[src/rtl/tx_if.sv]
// Parallel-side handshake and serial line of the tx serialiser.
// The requester (master) drives data/start/ack; the tx block (slave) drives the line and status.
interface tx_if;
  logic [7:0] tx_pi;
  logic       tx_start;
  logic       tx_data_ack;
  logic       tx_so;
  logic       tx_busy;
  logic       tx_done;

  modport master (
    output tx_pi, tx_start, tx_data_ack,
    input  tx_so, tx_busy, tx_done
  );

  modport slave (
    input  tx_pi, tx_start, tx_data_ack,
    output tx_so, tx_busy, tx_done
  );
endinterface

[src/rtl/tx.sv]
// Asynchronous serial transmitter: start bit, 8 data bits MSB first, STOP_BITS stop bits.
// Define TX_PARITY_EN to insert an even-parity bit between the data and the stop bits.
module tx #(
  parameter int CLKS_PER_BIT = 8,
  parameter int STOP_BITS    = 1
) (
  input  logic clk,
  input  logic rst,
  tx_if.slave  bus
);

  localparam int BAUD_W = $clog2(STOP_BITS * CLKS_PER_BIT);
  localparam logic [BAUD_W-1:0] BIT_LAST  = BAUD_W'(CLKS_PER_BIT - 1);
  localparam logic [BAUD_W-1:0] STOP_LAST = BAUD_W'(STOP_BITS * CLKS_PER_BIT - 1);

  typedef enum logic [2:0] {
    IDLE,
    START,
    DATA,
`ifdef TX_PARITY_EN
    PARITY,
`endif
    STOP,
    DONE
  } state_t;

  state_t            state_q, state_d;
  logic [7:0]        shift_q, shift_d;
  logic [3:0]        bit_q, bit_d;
  logic [BAUD_W-1:0] baud_q, baud_d;
  logic              so_q, so_d;
  logic              busy_q, busy_d;
  logic              done_q, done_d;
`ifdef TX_PARITY_EN
  logic              parity_q, parity_d;
`endif

  // NOTE: state registers use non-blocking assignments so every flop samples pre-edge values.
  always_ff @(posedge clk) begin
    if (rst) begin
      state_q  <= IDLE;
      shift_q  <= '0;
      bit_q    <= '0;
      baud_q   <= '0;
      so_q     <= 1'b1;
      busy_q   <= 1'b0;
      done_q   <= 1'b0;
`ifdef TX_PARITY_EN
      parity_q <= 1'b0;
`endif
    end else begin
      state_q  <= state_d;
      shift_q  <= shift_d;
      bit_q    <= bit_d;
      baud_q   <= baud_d;
      so_q     <= so_d;
      busy_q   <= busy_d;
      done_q   <= done_d;
`ifdef TX_PARITY_EN
      parity_q <= parity_d;
`endif
    end
  end

  // Outputs are computed one edge ahead so that tx_so/tx_busy/tx_done come straight from flops.
  always_comb begin
    // NOTE: every signal gets a default first so no path through the case can infer a latch.
    state_d  = state_q;
    shift_d  = shift_q;
    bit_d    = bit_q;
    baud_d   = (baud_q == '0) ? '0 : baud_q - 1'b1;
    so_d     = so_q;
    busy_d   = busy_q;
    done_d   = done_q;
`ifdef TX_PARITY_EN
    parity_d = parity_q;
`endif

    case (state_q)
      IDLE: begin
        if (bus.tx_start) begin
          shift_d  = bus.tx_pi;
          bit_d    = 4'd8;
          baud_d   = BIT_LAST;
          so_d     = 1'b0;
          busy_d   = 1'b1;
          state_d  = START;
`ifdef TX_PARITY_EN
          parity_d = ^bus.tx_pi;
`endif
        end
      end
      START: begin
        if (baud_q == '0) begin
          state_d = DATA;
          so_d    = shift_q[7];
          baud_d  = BIT_LAST;
        end
      end
      DATA: begin
        if (baud_q == '0) begin
          bit_d = bit_q - 4'd1;
          if (bit_q == 4'd1) begin
`ifdef TX_PARITY_EN
            state_d = PARITY;
            so_d    = parity_q;
            baud_d  = BIT_LAST;
`else
            state_d = STOP;
            so_d    = 1'b1;
            baud_d  = STOP_LAST;
`endif
          end else begin
            // The bit after this one is shift_q[6]; it becomes shift_q[7] at this edge.
            shift_d = {shift_q[6:0], 1'b0};
            so_d    = shift_q[6];
            baud_d  = BIT_LAST;
          end
        end
      end
`ifdef TX_PARITY_EN
      PARITY: begin
        if (baud_q == '0) begin
          state_d = STOP;
          so_d    = 1'b1;
          baud_d  = STOP_LAST;
        end
      end
`endif
      STOP: begin
        if (baud_q == '0) begin
          state_d = DONE;
          busy_d  = 1'b0;
          done_d  = 1'b1;
        end
      end
      DONE: begin
        if (bus.tx_data_ack) begin
          state_d = IDLE;
          done_d  = 1'b0;
        end
      end
      default: state_d = IDLE;
    endcase
  end

  assign bus.tx_so   = so_q;
  assign bus.tx_busy = busy_q;
  assign bus.tx_done = done_q;

endmodule

[src/flat_wrapper.sv]
// flat-port wrapper written by rule: the top's interface ports become plain ports
module tx_flat 
#(
  parameter int CLKS_PER_BIT = 8,
  parameter int STOP_BITS    = 1
)
  (clk, rst, bus_tx_pi, bus_tx_start, bus_tx_data_ack, bus_tx_so, bus_tx_busy, bus_tx_done);
  tx_if bus_i ();
  input  logic clk;
  input  logic rst;
  input wire logic [$bits(bus_i.tx_pi)-1:0] bus_tx_pi;
  input wire logic [$bits(bus_i.tx_start)-1:0] bus_tx_start;
  input wire logic [$bits(bus_i.tx_data_ack)-1:0] bus_tx_data_ack;
  output wire logic [$bits(bus_i.tx_so)-1:0] bus_tx_so;
  output wire logic [$bits(bus_i.tx_busy)-1:0] bus_tx_busy;
  output wire logic [$bits(bus_i.tx_done)-1:0] bus_tx_done;
  assign bus_i.tx_pi = bus_tx_pi;
  assign bus_i.tx_start = bus_tx_start;
  assign bus_i.tx_data_ack = bus_tx_data_ack;
  assign bus_tx_so = bus_i.tx_so;
  assign bus_tx_busy = bus_i.tx_busy;
  assign bus_tx_done = bus_i.tx_done;
  tx #(.CLKS_PER_BIT(CLKS_PER_BIT), .STOP_BITS(STOP_BITS)) u_core (.clk(clk), .rst(rst), .bus(bus_i));
endmodule
[config.mk]
export PLATFORM = sky130hd
export DESIGN_NAME = tx_flat
export DESIGN_NICKNAME = d
export VERILOG_FILES = /design/src/rtl/tx_if.sv /design/src/rtl/tx.sv /design/src/flat_wrapper.sv
export SDC_FILE = /design/constraint.sdc
export NUM_CORES = 1
export LEC_CHECK = 0
export ABC_AREA = 1
export BUFFER_PORTS_ARGS = -buffer_cell sky130_fd_sc_hd__buf_2
export CORE_MARGIN = 4
export CORE_UTILIZATION = 55
export DETAILED_ROUTE_END_ITERATION = 10
export PLACE_DENSITY = 0.79
export SLEW_MARGIN = 20
export SYNTH_ARGS = -nofsm -noshare
export SYNTH_HDL_FRONTEND = slang
export SYNTH_SLANG_ARGS = --single-unit
[constraint.sdc]
create_clock -name clk -period 1.78 [get_ports clk]
set_clock_uncertainty 0.2 [all_clocks]
set_input_delay 0.089 -clock clk [delete_from_list [all_inputs] [get_ports clk]]
set_output_delay 0.089 -clock clk [all_outputs]
set_load 0.02 [all_outputs]
# Word level (Yosys, flattened, before mapping)
# Cells that the tools add are included.
dict set report totals {
  reg_bits 21
  latch_bits 0
  ramBits 0
  mem_bits_ro 0
  in_bits 12
  out_inout_bits 3
  word_cells 63
  mem_count 0
}
dict set report classes {
  add_sub_neg 2
  mul 0
  div 0
  order_cmp 0
  n_eq_ne 12
  n_shift 0
  muxes 29
  bitwise 0
  n_reduce_logical 13
}
# op count
set op_table {}
lappend op_table {{3-bit 2-to-1 mux} 9}
lappend op_table {{8-bit 2-to-1 mux} 3}
lappend op_table {{8-bit case mux with 2 select lines} 1}
lappend op_table {{3-bit case mux with 5 select lines} 1}
lappend op_table {{3-bit AND reduction} 3}
lappend op_table {{1-bit 2-to-1 mux} 8}
lappend op_table {{4-bit 2-to-1 mux} 2}
lappend op_table {{2-bit by 1-bit != test with 1-bit output (second input constant)} 4}
lappend op_table {{4-bit case mux with 2 select lines} 1}
lappend op_table {{4-bit AND reduction} 2}
lappend op_table {{3-bit by 2-bit equality test with 1-bit output (second input constant)} 2}
lappend op_table {{3-bit logical NOT} 2}
lappend op_table {{2-bit != test (second input constant)} 3}
lappend op_table {{3-bit case mux with 2 select lines} 1}
lappend op_table {{6-bit AND reduction} 1}
lappend op_table {{2-bit nonzero test} 3}
lappend op_table {{4-bit by 1-bit equality test with 1-bit output (second input constant)} 1}
lappend op_table {{1-bit case mux with 2 select lines} 2}
lappend op_table {{4-bit by 1-bit subtractor with 4-bit output (second input constant)} 1}
lappend op_table {{3-bit by 1-bit equality test with 1-bit output (second input constant)} 1}
lappend op_table {{3-bit equality test (second input constant)} 1}
lappend op_table {{1-bit case mux with 3 select lines} 1}
lappend op_table {{3-bit nonzero test} 1}
lappend op_table {{3-bit by 1-bit subtractor with 3-bit output (second input constant)} 1}
lappend op_table {{2-bit OR reduction} 1}

# Longest topological paths before layout
dict set report depth {
  ltp_word 4
  depth_mapped 10
}

# Worst setup path after synthesis
# Ideal clock, no wire load.
dict set report synth_timing {
  path_kind {reg2reg}
  from {register u_core.baud_q[1]}
  to {register u_core.shift_q[7]}
  setup_time_ps 67
  arrival_ps 1302
  required_time_ps 1513
  slack_ps 211
  path_stages_with_launch 8
  n_path_buf 1
  path_cell_list {dfxtp_1 > nor2_1 > ha_1 > inv_1 > o21ai_4 > buf_6 > nand3_1 > a21oi_2}
}
dict set report synth_via {
  elab_chain_len 3
}
# element line_no
set synth_lines {}
lappend synth_lines {{start: declaration} tx.sv:30} ;# logic [BAUD_W-1:0] baud_q, baud_d;
lappend synth_lines {{start signal: assignment} tx.sv:55} ;# baud_q <= baud_d;
lappend synth_lines {{3-bit logical NOT} tx.sv:101} ;# if (baud_q == '0) begin
lappend synth_lines {{2-bit by 1-bit != test with 1-bit output (no line)} -}
lappend synth_lines {{4-bit AND reduction (no line)} -}
lappend synth_lines {{end signal: assignment} tx.sv:53} ;# shift_q <= shift_d;
lappend synth_lines {{end: declaration} tx.sv:28} ;# logic [7:0] shift_q, shift_d;
# No other way between the ends.
# A chain may end at the register's enable or synchronous reset.

# Worst setup path in the final report
dict set report layout_timing {
  from {register u_core.baud_q[1]}
  to {register u_core.shift_q[2]}
}
# The elaborated chain is that of the path after synthesis.

==> flow_summary.json <==
{
  "outcome": "finished, final reports clean",
  "fillers": 154,
  "arrival_ns": 1.62,
  "syn-instance-count": 167,
  "power_density_nw_per_um2": 1445,
  "timing.rr.end": "u_core.shift_q[2]",
  "grt_max_degree": 16,
  "io_pins": 15,
  "dp_hpwl_mm": 1.809,
  "vias_per_cell": 5.148,
  "layout_commonest_cell": "nand2_1",
  "yosysWarnings": 0,
  "drc": 0,
  "cts.path.max_buffers": 2,
  "initial_core_util_pct": 58.14,
  "netlist.area_leader.share_pct": 36.48,
  "setup.worst_path.start_class": "flip-flop",
  "final.period_utilization_pct": 91.66,
  "clk_pin_slew_ns": 0.12,
  "dieArea_um2": 2892,
  "cts_sinks": 21,
  "finalWorstSetupSlack_ns": 0.1484,
  "grt_pass1_vias": 1118,
  "drv_slew": 0,
  "crit_fanout": 8,
  "hold_ws_ns": 0.2718,
  "hold_path_depth": 2,
  "first_pass_iters": 4,
  "slew_headroom_pct": 80.54,
  "htreeDepth": 1,
  "die_w_um": 53.78,
  "reg2reg_depth": 8,
  "cts_root_buf": "clkbuf_4",
  "hp-class": "reg -> reg",
  "r2r_setup_slack_ns": 0.15,
  "worst_pin_slew_ns": 0.2918,
  "cts_buffers": 3,
  "synth_fp_nets": 184,
  "post_dp_cell_area_um2": 1237,
  "gp_congestion": 0.9153,
  "drt_iter0_drc": 21,
  "worstHoldStart": "u_core.shift_q[6]",
  "leakage_nw": 0.6897,
  "ys_seq_elements": 21,
  "vias": 1148,
  "grt_antenna_before_repair": 0,
  "synthesis.area_um2": 1152,
  "dp.cells": 206,
  "r2r_start": "u_core.baud_q[1]",
  "min_to": "u_core.shift_q[6]",
  "nets": 214,
  "core_area_um2": 1982,
  "port_buffers": 14,
  "n_antenna_cell": 0,
  "ant_nets": 0,
  "post_drt_wl_per_cell_um": 11.49,
  "clock_latency_ns": 0.30,
  "cp.required_ns": 1.77,
  "yosysSeqAreaShare_pct": 36.48,
  "post-place-ws_ns": -0.003615,
  "yosys.area.top_type": "dfxtp_1",
  "synthDistinctLibCells": 21,
  "die_h_um": 53.78,
  "hold_viol_final": 0,
  "grt.total_usage_pct": 21.39,
  "grt_pass1_wl_mm": 4.567,
  "fmax_mhz": 612.9,
  "gr-total-overflow": 0,
  "critPathKind": "reg -> reg",
  "vdd_drop_max_v": 0.0008535,
  "post-route-min-period_ns": 1.632,
  "setup_violations": 0,
  "critPathCaptureType": "flip-flop",
  "area_delta_synth_final_pct": 23.24,
  "layout.cells.most_common_list": "53 x nand2_1, 19 x inv_1, 18 x dfxtp_1, 17 x nand3_1",
  "final_cells": 223,
  "drt_wl_total_mm": 2.562,
  "rsz0062_at_grt": "no",
  "maxCapViolCount": 0,
  "row_count": 16,
  "drive_gt1_share_pct": 19.90,
  "tns_ns": 0,
  "syn_avg_cell_area_um2": 6.900,
  "final_area_um2": 1420,
  "cts_tree": "done",
  "yosys-top-cells-area": "dfxtp_1 36%, nand2_1 17%, nand3_1 7.8%, a21oi_1 6.5%, inv_1 6.2%"
}
-- stage by stage --
stage	utilization [%]	power, mW
floorplan	-	1.520
global placement	62.44	1.671
detailed placement	62.44	1.717
CTS	70.64	2.003
global route	71.65	2.249
finish	71.65	2.052
-- final cells by class --
class                      instances  area [µm²]  share of cell area (%)
inverter                          20       75.07                   5.286
clock buffer                       3       22.52                   1.586
timing repair buffer              28       202.7                   14.27
sequential                        21       429.2                   30.22
multi-input combinational        123       651.9                   45.90
tap                               27       33.78                   2.379
clock inverter                     1       5.005                  0.3524
-- power breakdown --
group	switching, mW	total, mW	internal (mW)
Clock	0.149	0.233	0.0838
Combinational	0.654	1.06	0.407
Sequential	0.128	0.758	0.630
-- per-layer routing --
metal  GRT usage [%]  wire (µm)  vias to the layer above
met5               0          0                        -
met4           8.936         57                        0
met3           2.493        100                        8
met2           38.31       1335                       23
met1           25.42       1069                      529
li1                -          -                      588
-- worst max-delay path: stages, from the launching register on --
cell and delay [ns]:
dfxtp_1 0.35, nor2_2 0.13, ha_2 0.21, inv_1 0.11, o21ai_4 0.15, buf_4 0.17, nand2_4 0.08, nand2_1 0.06
a21oi_1 0.06
-- cell usage after synthesis --
cell	count
inv_1	19
dfxtp_1	21
nand2_2	1
a31oi_1	1
inv_2	1
nand2_1	53
o21ai_0	5
nand4_1	2
nor2_2	1
ha_1	5
buf_6	2
a21oi_1	15
nor2_1	14
nor2_4	1
clkbuf_1	1
a21oi_2	1
nand2_4	3
o21ai_4	1
nand3_4	1
nand3_1	18
o211ai_1	1
-- worst max path at each step --
| stage | startpoint | to | slack (ns) |
|---|---|---|---|
| floorplan | u_core.baud_q[1] | u_core.shift_q[7] | 0.21 |
| detailed placement | u_core.baud_q[1] | u_core.bit_q[2] | -0.004 |
| global placement | u_core.baud_q[1] | u_core.bit_q[2] | 0.08 |
| global route | u_core.state_q[2] | u_core.shift_q[3] | 0.01 |
| CTS | u_core.state_q[0] | u_core.state_q[2] | 0.03 |
| finish | u_core.baud_q[1] | u_core.shift_q[2] | 0.15 |
-- repair_timing --
| action | CTS | global route |
|---|---|---|
| resized for setup | 0 | 11 |
| hold buffers | 12 | 0 |
| hold endpoints to repair | 15 | 0 |
| pin swaps | 1 | 1 |
| setup buffers | 2 | 0 |
| setup endpoints to repair | 2 | 4 |
-- state kept, by name, summed over array words and instances (netlist names) --
name                cells
u_core.bit_q            4
u_core.state_q          3
u_core.bus.tx_busy      1
u_core.bus.tx_done      1
u_core.bus.tx_so        1
u_core.baud_q           3
u_core.shift_q          8
-- logic make-up (layout without fill, tap and decap cells) --
family	Yosys count	count (layout)	synth area share [%]
AO/OA/AOI/OAI	24	24	12.05
buffers and inverters	23	52	8.794
flip-flops	21	21	36.48
adder cells (fa/ha/maj)	5	5	5.429
AND/OR/NAND/NOR	94	94	37.24
Power figures use the tool's default switching activity.
